--- src/rtl/control_smoother_pkg.sv ---
// Shared widths, channel indices, FSM states and output rounding for the control smoother.
package control_smoother_pkg;
  localparam int NUM_CH = 5;
  localparam int DATA_W = 16;
  localparam int FRAC_W = 4;
  localparam int SHIFT  = 3;
  localparam int ACC_W  = DATA_W + FRAC_W;
  localparam int STEP_W = ACC_W + 2;
  localparam int CH_W   = 3;
  localparam logic [NUM_CH-1:0] BYPASS_MASK = 5'b10000;

  localparam int CH_FREQ   = 0;
  localparam int CH_HSCALE = 1;
  localparam int CH_INIT   = 2;
  localparam int CH_FOFFS  = 3;
  localparam int CH_COMB   = 4;

  typedef enum logic [1:0] {
    ST_IDLE   = 2'd0,
    ST_CALC   = 2'd1,
    ST_COMMIT = 2'd2
  } state_t;

  // Round-half-up from the fixed-point accumulator, clamped to the word range.
  function automatic logic [DATA_W-1:0] acc_to_ctrl(input logic [ACC_W-1:0] acc);
    logic [ACC_W:0] r;
    r = {1'b0, acc} + (ACC_W+1)'(1 << (FRAC_W-1));
    if (r[ACC_W]) return '1;
    return r[ACC_W-1:FRAC_W];
  endfunction
endpackage

--- src/rtl/control_smoother_step.sv ---
// One glide update: next accumulator from target, current accumulator and bypass flag.
// Purely combinational; shared across channels by the top-level sequencer.
module control_smoother_step
  import control_smoother_pkg::*;
(
  input  logic [DATA_W-1:0] target,
  input  logic [ACC_W-1:0]  acc,
  input  logic              bypass,
  output logic [ACC_W-1:0]  acc_next
);
  logic [ACC_W-1:0]         tgt_fix;
  logic signed [STEP_W-1:0] diff;
  logic signed [STEP_W-1:0] step;

  assign tgt_fix = {target, {FRAC_W{1'b0}}};
  assign diff    = $signed({2'b00, tgt_fix}) - $signed({2'b00, acc});
  assign step    = diff >>> SHIFT;

  // A zero step means the remaining error is below one LSB of the shifted diff; snap to land exactly.
  always_comb begin
    acc_next = acc + step[ACC_W-1:0];
    if (bypass || (step == '0)) acc_next = tgt_fix;
  end
endmodule

--- src/rtl/control_smoother.sv ---
// Captures control words per ADC frame, glides each channel with a one-pole IIR, commits on sample tick.
// Latency i_Update -> o_Valid is NUM_CH+1 edges; ticks arriving mid-pass are dropped.
module control_smoother
  import control_smoother_pkg::*;
(
  input  logic              i_Clock,
  input  logic              i_Reset_n,
  input  logic [DATA_W-1:0] i_Data0,
  input  logic [DATA_W-1:0] i_Data1,
  input  logic [DATA_W-1:0] i_Data2,
  input  logic [DATA_W-1:0] i_Data3,
  input  logic [DATA_W-1:0] i_Data4,
  input  logic              i_Data_Received,
  input  logic              i_Update,
  output logic [DATA_W-1:0] o_Ctrl0,
  output logic [DATA_W-1:0] o_Ctrl1,
  output logic [DATA_W-1:0] o_Ctrl2,
  output logic [DATA_W-1:0] o_Ctrl3,
  output logic [DATA_W-1:0] o_Ctrl4,
  output logic              o_Valid,
  output logic              o_Busy
);
  logic [DATA_W-1:0] data_in [NUM_CH];
  logic [DATA_W-1:0] target  [NUM_CH];
  logic [ACC_W-1:0]  acc     [NUM_CH];
  logic [DATA_W-1:0] ctrl    [NUM_CH];

  state_t            state, state_nxt;
  logic [CH_W-1:0]   ch;
  logic              rcv_q;
  logic              first_frame;
  logic              frame_edge;
  logic              start;
  logic              calc_en;
  logic              commit_en;
  logic [ACC_W-1:0]  acc_next;

  assign data_in[CH_FREQ]   = i_Data0;
  assign data_in[CH_HSCALE] = i_Data1;
  assign data_in[CH_INIT]   = i_Data2;
  assign data_in[CH_FOFFS]  = i_Data3;
  assign data_in[CH_COMB]   = i_Data4;

  assign o_Ctrl0 = ctrl[CH_FREQ];
  assign o_Ctrl1 = ctrl[CH_HSCALE];
  assign o_Ctrl2 = ctrl[CH_INIT];
  assign o_Ctrl3 = ctrl[CH_FOFFS];
  assign o_Ctrl4 = ctrl[CH_COMB];

  assign frame_edge = i_Data_Received & ~rcv_q;

  control_smoother_step u_step (
    .target   (target[ch]),
    .acc      (acc[ch]),
    .bypass   (BYPASS_MASK[ch]),
    .acc_next (acc_next)
  );

  always_ff @(posedge i_Clock or negedge i_Reset_n) begin
    if (!i_Reset_n) state <= ST_IDLE;
    else            state <= state_nxt;
  end

  always_comb begin
    state_nxt = state;
    start     = 1'b0;
    calc_en   = 1'b0;
    commit_en = 1'b0;
    case (state)
      ST_IDLE: begin
        if (i_Update) begin
          start     = 1'b1;
          state_nxt = ST_CALC;
        end
      end
      ST_CALC: begin
        calc_en = 1'b1;
        if (ch == CH_W'(NUM_CH-1)) state_nxt = ST_COMMIT;
      end
      ST_COMMIT: begin
        commit_en = 1'b1;
        state_nxt = ST_IDLE;
      end
      default: state_nxt = ST_IDLE;
    endcase
  end

  always_ff @(posedge i_Clock or negedge i_Reset_n) begin
    if (!i_Reset_n) begin
      rcv_q       <= 1'b0;
      first_frame <= 1'b1;
      ch          <= '0;
      o_Busy      <= 1'b0;
      o_Valid     <= 1'b0;
      for (int n = 0; n < NUM_CH; n++) begin
        target[n] <= '0;
        acc[n]    <= '0;
        ctrl[n]   <= '0;
      end
    end else begin
      rcv_q   <= i_Data_Received;
      o_Valid <= commit_en;

      if (start) begin
        ch     <= '0;
        o_Busy <= 1'b1;
      end else if (calc_en) begin
        ch <= ch + 1'b1;
      end
      if (commit_en) o_Busy <= 1'b0;

      if (calc_en) acc[ch] <= acc_next;

      // The first frame preloads the accumulators so startup does not glide up from zero.
      if (frame_edge) begin
        for (int n = 0; n < NUM_CH; n++) begin
          target[n] <= data_in[n];
          if (first_frame) acc[n] <= {data_in[n], {FRAC_W{1'b0}}};
        end
        first_frame <= 1'b0;
      end

      if (commit_en) begin
        for (int n = 0; n < NUM_CH; n++) ctrl[n] <= acc_to_ctrl(acc[n]);
      end
    end
  end
endmodule

--- config.mk ---
export PLATFORM = sky130hd
export DESIGN_NAME = control_smoother
export DESIGN_NICKNAME = d
export VERILOG_FILES = /design/src/rtl/control_smoother_pkg.sv /design/src/rtl/control_smoother_step.sv /design/src/rtl/control_smoother.sv
export SDC_FILE = /design/constraint.sdc
export NUM_CORES = 1
export LEC_CHECK = 0
export CAP_MARGIN = 20
export CELL_PAD_IN_SITES_DETAIL_PLACEMENT = 1
export CELL_PAD_IN_SITES_GLOBAL_PLACEMENT = 2
export CORE_ASPECT_RATIO = 0.75
export CORE_UTILIZATION = 32
export CTS_CLUSTER_SIZE = 10
export DETAILED_ROUTE_END_ITERATION = 8
export PLACE_DENSITY_LB_ADDON = 0.1
export SLEW_MARGIN = 20
export SYNTH_ARGS = -nofsm -noshare
export SYNTH_HDL_FRONTEND = slang
export SYNTH_HIERARCHICAL = 1
export SYNTH_SLANG_ARGS = --single-unit
--- constraint.sdc ---
create_clock -name i_Clock -period 5.8 [get_ports i_Clock]
set_clock_uncertainty 0.05 [all_clocks]
set_input_delay 0.87 -clock i_Clock [delete_from_list [all_inputs] [get_ports i_Clock]]
set_output_delay 0.87 -clock i_Clock [all_outputs]
set_load 0.03 [all_outputs]
==> impl_metrics.env, run 1 <==
export IMPL_synth_top_family_by_area="simple AND/OR/NAND/NOR gates"
export IMPL_design_die_area_um2=50400
export IMPL_core_rowCount=70
export IMPL_area_growth_pct=27.8
export IMPL_grt_pass1_wl_um=97900
export IMPL_ys_warn_count=6
export IMPL_placement_cell_area_um2=19000
export IMPL_crit_end="acc[39]"
export IMPL_insertion_delay_ns=0.58
export IMPL_placed_cells=2648
export IMPL_port_buffers=165
export IMPL_crit_path_end_kind="flip-flop"
export IMPL_routed_wl_um=66400
export IMPL_async_flop_share=1.00
export IMPL_viasPerCell=5.34
export IMPL_worstPathArrival_ns=5.99
export IMPL_grt_pass1_vias=14940
export IMPL_ctsHoldBuffers=0
export IMPL_worstPathRequired_ns=6.24
export IMPL_r2r_setup_slack_ns=0.25
export IMPL_core_area_um2=48800
export IMPL_reg2regPathDepth=24
export IMPL_synth_area_per_cell_um2=8.74
export IMPL_synth_edf_count=0
export IMPL_synth_compound_area_share=0.130
export IMPL_synth_simple_area_share=0.199
export IMPL_worstReg2RegEnd="acc[39]"
export IMPL_yosys_register_bits=269
export IMPL_rsz0062_at_grt="yes"
export IMPL_drcViolationCount=0
export IMPL_synthFlopType="dfrtp_1"
export IMPL_report_final_slew_viol_count=0
export IMPL_cp_num_cells=24
export IMPL_critPathMaxFanout=5
export IMPL_cts_buffers=31
export IMPL_firstDrtPassIters=5
export IMPL_cts_sinks=269
export IMPL_hpwl_um=49900
export IMPL_final_nets=2179
export IMPL_wire_per_inst_um=24.5
export IMPL_synth_fa_ha_area_frac=0.0384
export IMPL_syn_inst=1813
export IMPL_chipWidth_um=259
export IMPL_drt_iter0_markers=1029
export IMPL_cts_max_level=1
export IMPL_cts_root_buf="clkbuf_16"
export IMPL_crit_family="compound AO/OA/AOI/OAI gates"
export IMPL_drv_cap=0
export IMPL_start_util=0.325
export IMPL_slowest_stage="dfrtp_2"
export IMPL_worst_setup_path_start_kind="flip-flop"
export IMPL_critical_path_startpoint="ch[2]"
export IMPL_grt_util_all_layers=0.261
export IMPL_worst_slew_margin_rel=0.333
export IMPL_antenna_found_initial=0
export IMPL_final_area_um2=20300
export IMPL_clk_pin_slew_ns=0.06
export IMPL_hold_ws_ns=0.257
export IMPL_synth_cell_area_um2=15800
export IMPL_io_pins=166
export IMPL_grt_max_degree=181
export IMPL_die_h_um=195
export IMPL_tightest_slew_ns=0.998
export IMPL_setup_viol=0
export IMPL_synth_fp_nets=1945
export IMPL_timing_fmax_mhz=180
export IMPL_hp_class="in -> async"
export IMPL_path_class="reg -> reg"
export IMPL_n_antenna_cell=0
export IMPL_fin_cells=2710
export IMPL_ys_types=71
export IMPL_drive_gt1_frac=0.124
export IMPL_synthXorXnorAreaFrac=0.0470
export IMPL_place_congestion=0.905
export IMPL_status="finished, final reports clean"
export IMPL_ant_nets=0
export IMPL_worstPathCellList="buf_6 > buf_4 > mux2i_1 > nor2_1 > a21oi_1 > o22ai_1 > ha_1 > a21oi_4 > o31ai_2 > a221o_1 > buf_6 > a311oi_4 > o21bai_1 > a21oi_1 > xnor2_1 > ha_2 > or3_4 > a311oi_4 > o41ai_4 > a31oi_1 > xnor2_1 > mux2i_2 > mux2i_1 > o21ai_1"
export IMPL_via_count=14478
export IMPL_clockBufferDepth=3
export IMPL_synthMuxAreaShare=0.123
export IMPL_r2r_start="ch[2]"
export IMPL_cp_num_buf_inv=3
export IMPL_cts_tree="built"
export IMPL_fin_crit_sh=0.957
export IMPL_fin_crit_ns=5.55
export IMPL_ys_seq_area_frac=0.425
export IMPL_overflow=0
export IMPL_utilization=0.415
export IMPL_slowest_delay_ns=0.45
export IMPL_hold_viol=0
-- synthesized netlist by cell type, types with 3 or more instances --
cell | instances | area [um2]
nor2b_1 | 9 | 56.3
dfrtp_1 | 268 | 6710
o22ai_1 | 36 | 225
o22a_1 | 19 | 166
o31ai_1 | 6 | 45.0
clkbuf_1 | 72 | 270
mux2i_1 | 176 | 1760
inv_1 | 43 | 161
nand3_1 | 42 | 210
buf_1 | 11 | 41.3
nand2_1 | 449 | 1690
xor2_1 | 41 | 359
nand2b_1 | 9 | 56.3
o21ai_0 | 132 | 661
and3_1 | 11 | 68.8
nor2_1 | 129 | 484
nand4_1 | 21 | 131
buf_4 | 7 | 52.6
clkbuf_2 | 3 | 15.0
a211oi_1 | 4 | 30.0
mux2_1 | 15 | 169
a21o_1 | 12 | 90.1
buf_2 | 12 | 60.1
xnor2_1 | 44 | 385
a31oi_1 | 11 | 68.8
a21oi_1 | 78 | 390
o21ai_1 | 4 | 20.0
and2_1 | 3 | 18.8
ha_1 | 47 | 588
nand3b_1 | 3 | 22.5
a21oi_2 | 9 | 78.8
o21a_1 | 3 | 22.5
nor3_1 | 18 | 90.1
and4_1 | 6 | 52.6
a311oi_1 | 3 | 26.3
o21bai_1 | 5 | 37.5
nor4_1 | 10 | 62.6
-- metrics by stage --
stage / setup WS (ns) / setup TNS, ns
after floorplan: 0.324 / 0
final: 0.250 / 0
after global routing: -0.103 / -0.457
after detailed placement: -0.129 / -0.592
after CTS: 0.0721 / 0
after global placement: 0.0772 / 0
-- how the worst min path moves through the flow --
stage,from,slack (ns),end,cells past startpoint
floorplan,first_frame,0.39,first_frame,2
global route,i_Reset_n,0.33,acc[60],1
CTS,i_Reset_n,0.30,target[54],1
finish,i_Reset_n,0.26,acc[20],1
detailed placement,o_Ctrl2[5],0.41,o_Ctrl2[5],2
global placement,o_Ctrl0[8],0.41,o_Ctrl0[8],2
-- registers in the layout, summed over array words and instances, names as in the netlist, 2 cells and up --
name and cells:
acc 100, o_Ctrl2 16, target 80, o_Ctrl3 16
ch 3, state 2, o_Ctrl0 16, o_Ctrl1 16
o_Ctrl4 16
-- area by class of cell --
class / count / area [um2]
well taps: 648 / 811
repair buffers: 307 / 2900
flip-flops and latches: 269 / 6740
fillers: 5583 / 28500
inverters: 43 / 161
clock buffers: 47 / 846
multi-input cells: 1395 / 8800
clock inverters: 1 / 8.76
-- worst reg2reg max path: stages, from the launching register on --
cell and delay, ns:
dfrtp_2 0.45, buf_6 0.15, buf_4 0.14, mux2i_1 0.22
nor2_1 0.06, a21oi_1 0.25, o22ai_1 0.19, ha_1 0.40
a21oi_4 0.18, o31ai_2 0.10, a221o_1 0.37, buf_6 0.15
a311oi_4 0.36, o21bai_1 0.13, a21oi_1 0.17, xnor2_1 0.14
ha_2 0.22, or3_4 0.38, a311oi_4 0.36, o41ai_4 0.15
a31oi_1 0.19, xnor2_1 0.11, mux2i_2 0.29, mux2i_1 0.13
o21ai_1 0.15
-- cell families after synthesis --
| family | count (synthesis) |
|---|---|
| buf+inv | 149 |
| mux | 192 |
| fa+ha+maj | 48 |
| xor+xnor | 85 |
| flops | 269 |
| simple gates | 730 |
| compound gates | 340 |
-- metal layers --
layer | wire length (um) | track usage
met1 | 32200 | 0.386
met2 | 29600 | 0.404
met3 | 3160 | 0.0304
met4 | 1520 | 0.0583
met5 | 0 | 0
-- what timing repair did --
item                                    in CTS  in global routing
pin swaps                                    0                 23
resized for setup                            5                 65
gates cloned                                 0                  2
endpoints found under the setup margin      21                 34
buffers inserted                             0                 12
-- cell usage in the layout, fill, tap and decap left out, types with 33 or more instances in the layout --
master,instances
clkbuf_16,33
xnor2_1,44
nor2_1,127
xor2_1,40
buf_4,125
clkdlybuf4s50_1,164
o21ai_0,123
ha_1,44
nand2_1,448
mux2i_1,171
nand3_1,39
a21oi_1,72
inv_1,40
dfrtp_1,266
Power of run 1 is not shown: default switching activity piles up to over one toggle a cycle in this logic, so the estimate is an artifact.
==> inputs of run 2 (changes only) <==
CTS_CLUSTER_DIAMETER = 60   (was unset)
==> impl_metrics.env, run 2 (synthesis results as in run 1) <==
export IMPL_grt_util_all_layers=0.263
export IMPL_core_rowCount=70
export IMPL_hp_class="in -> async"
export IMPL_place_ws_ns=-0.129
export IMPL_start_util=0.325
export IMPL_reg_largest_list="acc: 100 flops, target: 80 flops"
export IMPL_port_buffers=165
export IMPL_overflow=0
export IMPL_hold_viol=0
export IMPL_drt_iter0_markers=880
export IMPL_cts_buffers=35
export IMPL_n_antenna_cell=0
export IMPL_slowest_stage="dfrtp_4"
export IMPL_largest_register_ffs=100
export IMPL_cp_num_cells=23
export IMPL_area_growth_pct=28.5
export IMPL_hpwl_um=49900
export IMPL_insertion_delay_ns=0.53
export IMPL_place_congestion=0.905
export IMPL_worstReg2RegEnd="acc[99]"
export IMPL_cts_tree="built"
export IMPL_r2r_start="ch[0]"
export IMPL_clk_pin_slew_ns=0.06
export IMPL_via_count=14424
export IMPL_chipWidth_um=259
export IMPL_layout_commonest_cell="nand2_1"
export IMPL_cts_max_level=2
export IMPL_num_fill_cells=5572
export IMPL_setup_ws_ns=0.108
export IMPL_fin_crit_ns=5.69
export IMPL_report_final_slew_viol_count=0
export IMPL_cts_root_buf="clkbuf_16"
export IMPL_design_die_area_um2=50400
export IMPL_firstDrtPassIters=5
export IMPL_die_h_um=195
export IMPL_worstPathArrival_ns=6.06
export IMPL_grt_max_degree=181
export IMPL_worst_slew_margin_rel=0.341
export IMPL_largest_register="acc"
export IMPL_worst_setup_path_start_kind="flip-flop"
export IMPL_utilization=0.417
export IMPL_fin_crit_sh=0.981
export IMPL_drive_gt1_frac=0.128
export IMPL_worstPathCellList="clkbuf_16 > buf_4 > mux2i_1 > o22ai_1 > buf_4 > inv_1 > ha_1 > and2_1 > a221o_1 > buf_6 > a311oi_4 > o21bai_1 > a21oi_1 > xnor2_1 > ha_2 > or3_4 > a311oi_4 > o41ai_4 > a31oi_1 > xnor2_1 > mux2i_2 > mux2i_1 > o21ai_0"
export IMPL_tightest_slew_ns=0.987
export IMPL_reg2regPathDepth=23
export IMPL_io_pins=166
export IMPL_mostFrequentLayoutCells="nand2_1 (448), dfrtp_1 (266), mux2i_1 (172), clkdlybuf4s50_1 (164)"
export IMPL_ant_nets=0
export IMPL_setup_viol=0
export IMPL_viasPerCell=5.32
export IMPL_crit_family="compound AO/OA/AOI/OAI gates"
export IMPL_grt_pass1_vias=15031
export IMPL_worstPathRequired_ns=6.17
export IMPL_cts_sinks=269
export IMPL_crit_path_end_kind="flip-flop"
export IMPL_rsz0062_at_grt="yes"
export IMPL_routed_wl_um=66200
export IMPL_final_nets=2182
export IMPL_drcViolationCount=0
export IMPL_core_area_um2=48800
export IMPL_r2r_setup_slack_ns=0.11
export IMPL_drv_cap=0
export IMPL_cp_num_buf_inv=5
export IMPL_slowest_delay_ns=0.58
export IMPL_wire_per_inst_um=24.4
export IMPL_status="finished, final reports clean"
export IMPL_clockBufferDepth=3
export IMPL_grt_pass1_wl_um=98500
export IMPL_timing_fmax_mhz=176
export IMPL_path_class="reg -> reg"
export IMPL_antenna_found_initial=0
export IMPL_critPathMaxFanout=7
==> run 2: through the flow <==
| stage | cell area (um2) | hold slack (ns) | std cells | setup TNS (ns) |
|---|---|---|---|---|
| CTS | 20000 | 0.352 | 2697 | 0 |
| finish | 20400 | 0.318 | 2710 | 0 |
| floorplan | 15800 | 0.387 | 1813 | 0 |
| global placement | 19000 | 0.406 | 2648 | 0 |
| detailed placement | 19000 | 0.409 | 2648 | -0.592 |
| global route | 20400 | 0.378 | 2710 | -0.653 |
==> run 2: how the worst max path moves through the flow <==
stage	startpoint	to	slack, ns
after global placement	ch[0]	acc[16]	0.08
after floorplan	ch[0]	acc[76]	0.32
after CTS	ch[0]	acc[16]	0.07
final	ch[0]	acc[99]	0.11
after detailed placement	ch[0]	acc[99]	-0.13
after global routing	ch[2]	acc[59]	-0.13
==> run 2: timing repair <==
action | CTS | global route
setup buffers | 0 | 13
gates resized for setup | 5 | 62
hold buffers | 0 | 0
endpoints found under the setup margin | 21 | 34
gates cloned | 0 | 1
pin swaps | 0 | 20
==> run 2: final cells by class <==
class / instances / area [um2] / area share
inverters: 43 / 161 / 0.00793
clock inverters: 4 / 33.8 / 0.00166
repair buffers: 306 / 2850 / 0.140
well taps: 648 / 811 / 0.0398
flip-flops and latches: 269 / 6740 / 0.331
multi-input cells: 1395 / 8800 / 0.432
clock buffers: 45 / 966 / 0.0474
==> run 2: worst reg2reg max path: stages (launching register included) <==
cell and delay (ns):
dfrtp_4 0.58, clkbuf_16 0.21, buf_4 0.13, mux2i_1 0.45, o22ai_1 0.15, buf_4 0.18, inv_1 0.05, ha_1 0.27
and2_1 0.17, a221o_1 0.38, buf_6 0.15, a311oi_4 0.35, o21bai_1 0.13, a21oi_1 0.17, xnor2_1 0.14, ha_2 0.22
or3_4 0.38, a311oi_4 0.36, o41ai_4 0.15, a31oi_1 0.18, xnor2_1 0.11, mux2i_2 0.30, mux2i_1 0.11, o21ai_0 0.20
==> run 2: metal layers <==
layer  part of all wire  vias up  GRT usage
li1                   -     6693          -
met1               0.48     7298      0.384
met2               0.44      359      0.403
met3              0.052       74     0.0415
met4              0.024        0     0.0636
met5                  0        -          0
Power of run 2 is left out for the same reason.
==> variant 1: new RTL, flow settings as in run 2 <==
The 3 states of `state_t` get a one-hot encoding in 3 bits.
--- a/src/rtl/control_smoother_pkg.sv
+++ b/src/rtl/control_smoother_pkg.sv
@@ -17,6 +17,6 @@
 
-  typedef enum logic [1:0] {
-    ST_IDLE   = 2'd0,
-    ST_CALC   = 2'd1,
-    ST_COMMIT = 2'd2
+  typedef enum logic [2:0] {
+    ST_IDLE   = 3'b001,
+    ST_CALC   = 3'b010,
+    ST_COMMIT = 3'b100
   } state_t;
Behaviour: same outputs for any inputs over 4 cycles, from zero or initial values and one cycle with i_Reset_n low; so few cycles prove little.
==> variant 1 against run 2 <==
- the run now ends with DRC left
- synthesized cell count up 3.4%
- design area increased by 1.0%
- wire length grew 2.2%
- non-clock buffer count increased by 5
- die area increased by 1.6%
- setup slack better by 17 ps
- global-route usage increased by 0.35 points
- synthesized area grew 1.6%
- worst hold slack lost 62 ps
- largest cell class unchanged
- critical endpoint is now acc[70]
- sequential cell count is 1 higher
Power is not shown: default switching activity piles up to over one toggle a cycle in this logic, so the estimate is an artifact.
==> variant 1: results <==
[outcome]
status = "complete, but fails checks"
violations = "DRC"

[placement]
place_hpwl_um = 50300
dpl_cell_area_um2 = 19100
dp_cells = 2690

[synthesis]
synth_xor_area_share_pct = 3.97
synthMuxAreaShare_pct = 11.1
syn-num-nets = 2007
synth_adder_area_share_pct = 3.78
ys_seq_area_share_pct = 42.0
synth_compound_area_share_pct = 14.2

[grt]
grt_max_degree = 145
grt_pass1_wl_um = 101000
groute.usage.overall_pct = 26.6

[critical_path]
max_stage_delay_ps = 430
ff2ff_setup_slack_ps = 130
slowest_stage = "dfrtp_2"
cp_max_fo = 16
critPathArrivalTime_ps = 6030

[route]
drc = 9
num_vias = 14903

[cells_and_area]
layout.nets = 2229

[clock_tree]
cts_resized = 15
cts_buffers = 37

[sta]
min_period_over_period_pct = 97.8
relSlewSlack_pct = 24.0
==> variant 1: cell type report <==
cell class                 instances  area [um2]  share of cell area, %
inverter                          52         195                  0.949
multi-input combinational       1425        8810                   42.8
clock buffer                      40         958                   4.66
clock inverter                    11         156                  0.760
timing repair buffer             311        2880                   14.0
sequential                       270        6760                   32.9
tap                              648         811                   3.94
==> variant 1: per-layer routing <==
layer / up-vias / routed length, um / global-route usage, %
met1: 7591 / 33300 / 39.0
met4: 0 / 1510 / 6.70
li1: 6930 / - / -
met2: 303 / 30400 / 41.7
met5: - / 0 / 0
met3: 79 / 2530 / 2.82
==> variant 1: worst max-delay path, delay by kind of cell, from the launching register on <==
| kind | cells | cell delay, ps |
|---|---|---|
| compound gates | 10 | 2380 |
| buf+inv | 8 | 1240 |
| mux | 3 | 800 |
| flops | 1 | 430 |
| simple gates | 2 | 320 |
| fa+ha+maj | 1 | 310 |
==> variant 2: new RTL, config.mk and constraints of run 2 <==
Without the edit above. The package constant `CH_W` goes from 3 to 4.
--- a/src/rtl/control_smoother_pkg.sv
+++ b/src/rtl/control_smoother_pkg.sv
@@ -8,3 +8,3 @@
   localparam int STEP_W = ACC_W + 2;
-  localparam int CH_W   = 3;
+  localparam int CH_W   = 4;
   localparam logic [NUM_CH-1:0] BYPASS_MASK = 5'b10000;
Function: same outputs for any inputs over 4 cycles, from zero or initial values and one cycle with i_Reset_n low; that may be too few to reach the edited logic, so the function may still have changed.
==> variant 2 against run 2 <==
- first-iteration DRC count down 0.11%
- sequential cell count up 1
- final cell count down 0.37%
- design area about the same
- wire length up 0.63%
- die area up 0.95%
- synthesized area up 0.96%
- setup slack better by 150 ps
Power is not shown: default switching activity piles up to over one toggle a cycle in this logic, so the estimate is an artifact.
==> variant 2: results <==
[route]
num_vias = 14490
wl_met3_um = 3900
drt-initial-drc-count = 879
wl_per_cell_um = 24.7
wirelength_met1_um = 31000
met2_length_um = 29600

[cells_and_area]
nFillCells = 5679
nonClkBufAreaFrac_pct = 14.0
instances_no_fill = 2700
inv_count = 46
post_route_cells_drive_above_1_share_pct = 11.3
multi_input_gates = 1383
sh_seq_area_pct = 33.2
final-clk-cell-share_pct = 5.36
seqCellArea_um2 = 6760
layout.nets = 2172
clock_buffers = 42
nNonClkBuffers = 303
multi_input_area_um2 = 8660

[critical_path]
cp_max_fo = 14
critPathArrivalTime_ps = 5890

[synthesis]
yosysUniqueCellTypes = 66
syn-num-nets = 1942
synth_area_leaders = "dfrtp_1, mux2i_1, nand2_1"
synth_seq_cells = 270

[placement]
dpl_cell_area_um2 = 19200
place.gp.congestion = 0.899
place_ws_ps = -89.7
dp_cells = 2649
place_hpwl_um = 50000

[outcome]
status = "finished, final reports clean"

[clock_tree]
clk_latency_ps = 570
cts_buffers = 36
cts_resized = 4

[grt]
gr-usage-met1_pct = 36.9
grt_pass1_wl_um = 99700
antenna_found_initial = 1
grt_pass1_vias = 14983
met2_usage_pct = 40.5
use_met3_pct = 5.56

[sta]
relSlewSlack_pct = 28.1

[floorplanning]
die_w_um = 260
-- variant 2: per-stage QoR --
stage | setup TNS (ps) | hold WS (ps)
detailed placement | -681 | 414
finish | 0 | 338
CTS | 0 | 389
global placement | 0 | 407
floorplan | 0 | 387
global route | -21.4 | 418
-- variant 2: worst paths after layout --
| check | from | endpoint | slack, ps | cells past startpoint |
|---|---|---|---|---|
| min in group i_Clock | target[22] | target[22] | 430 | 2 |
| setup / recovery | ch[2] | acc[19] | 250 | 25 |
| hold / removal | i_Reset_n | target[75] | 340 | 1 |
| hold reg to reg | target[22] | target[22] | 430 | 2 |
| max in group asynchronous | i_Reset_n | o_Ctrl4[13] | 4060 | 2 |
| setup reg to reg | ch[2] | acc[19] | 250 | 25 |
-- variant 2: kinds of logic after synthesis --
group	share of synthesized area, %
adders and majority gates	3.80
AOI/OAI and AO/OA	13.3
and+or+nand+nor	19.5
xor gates and xnor gates	4.54
buffers and inverters	4.38
DFF	42.2
muxes	12.2
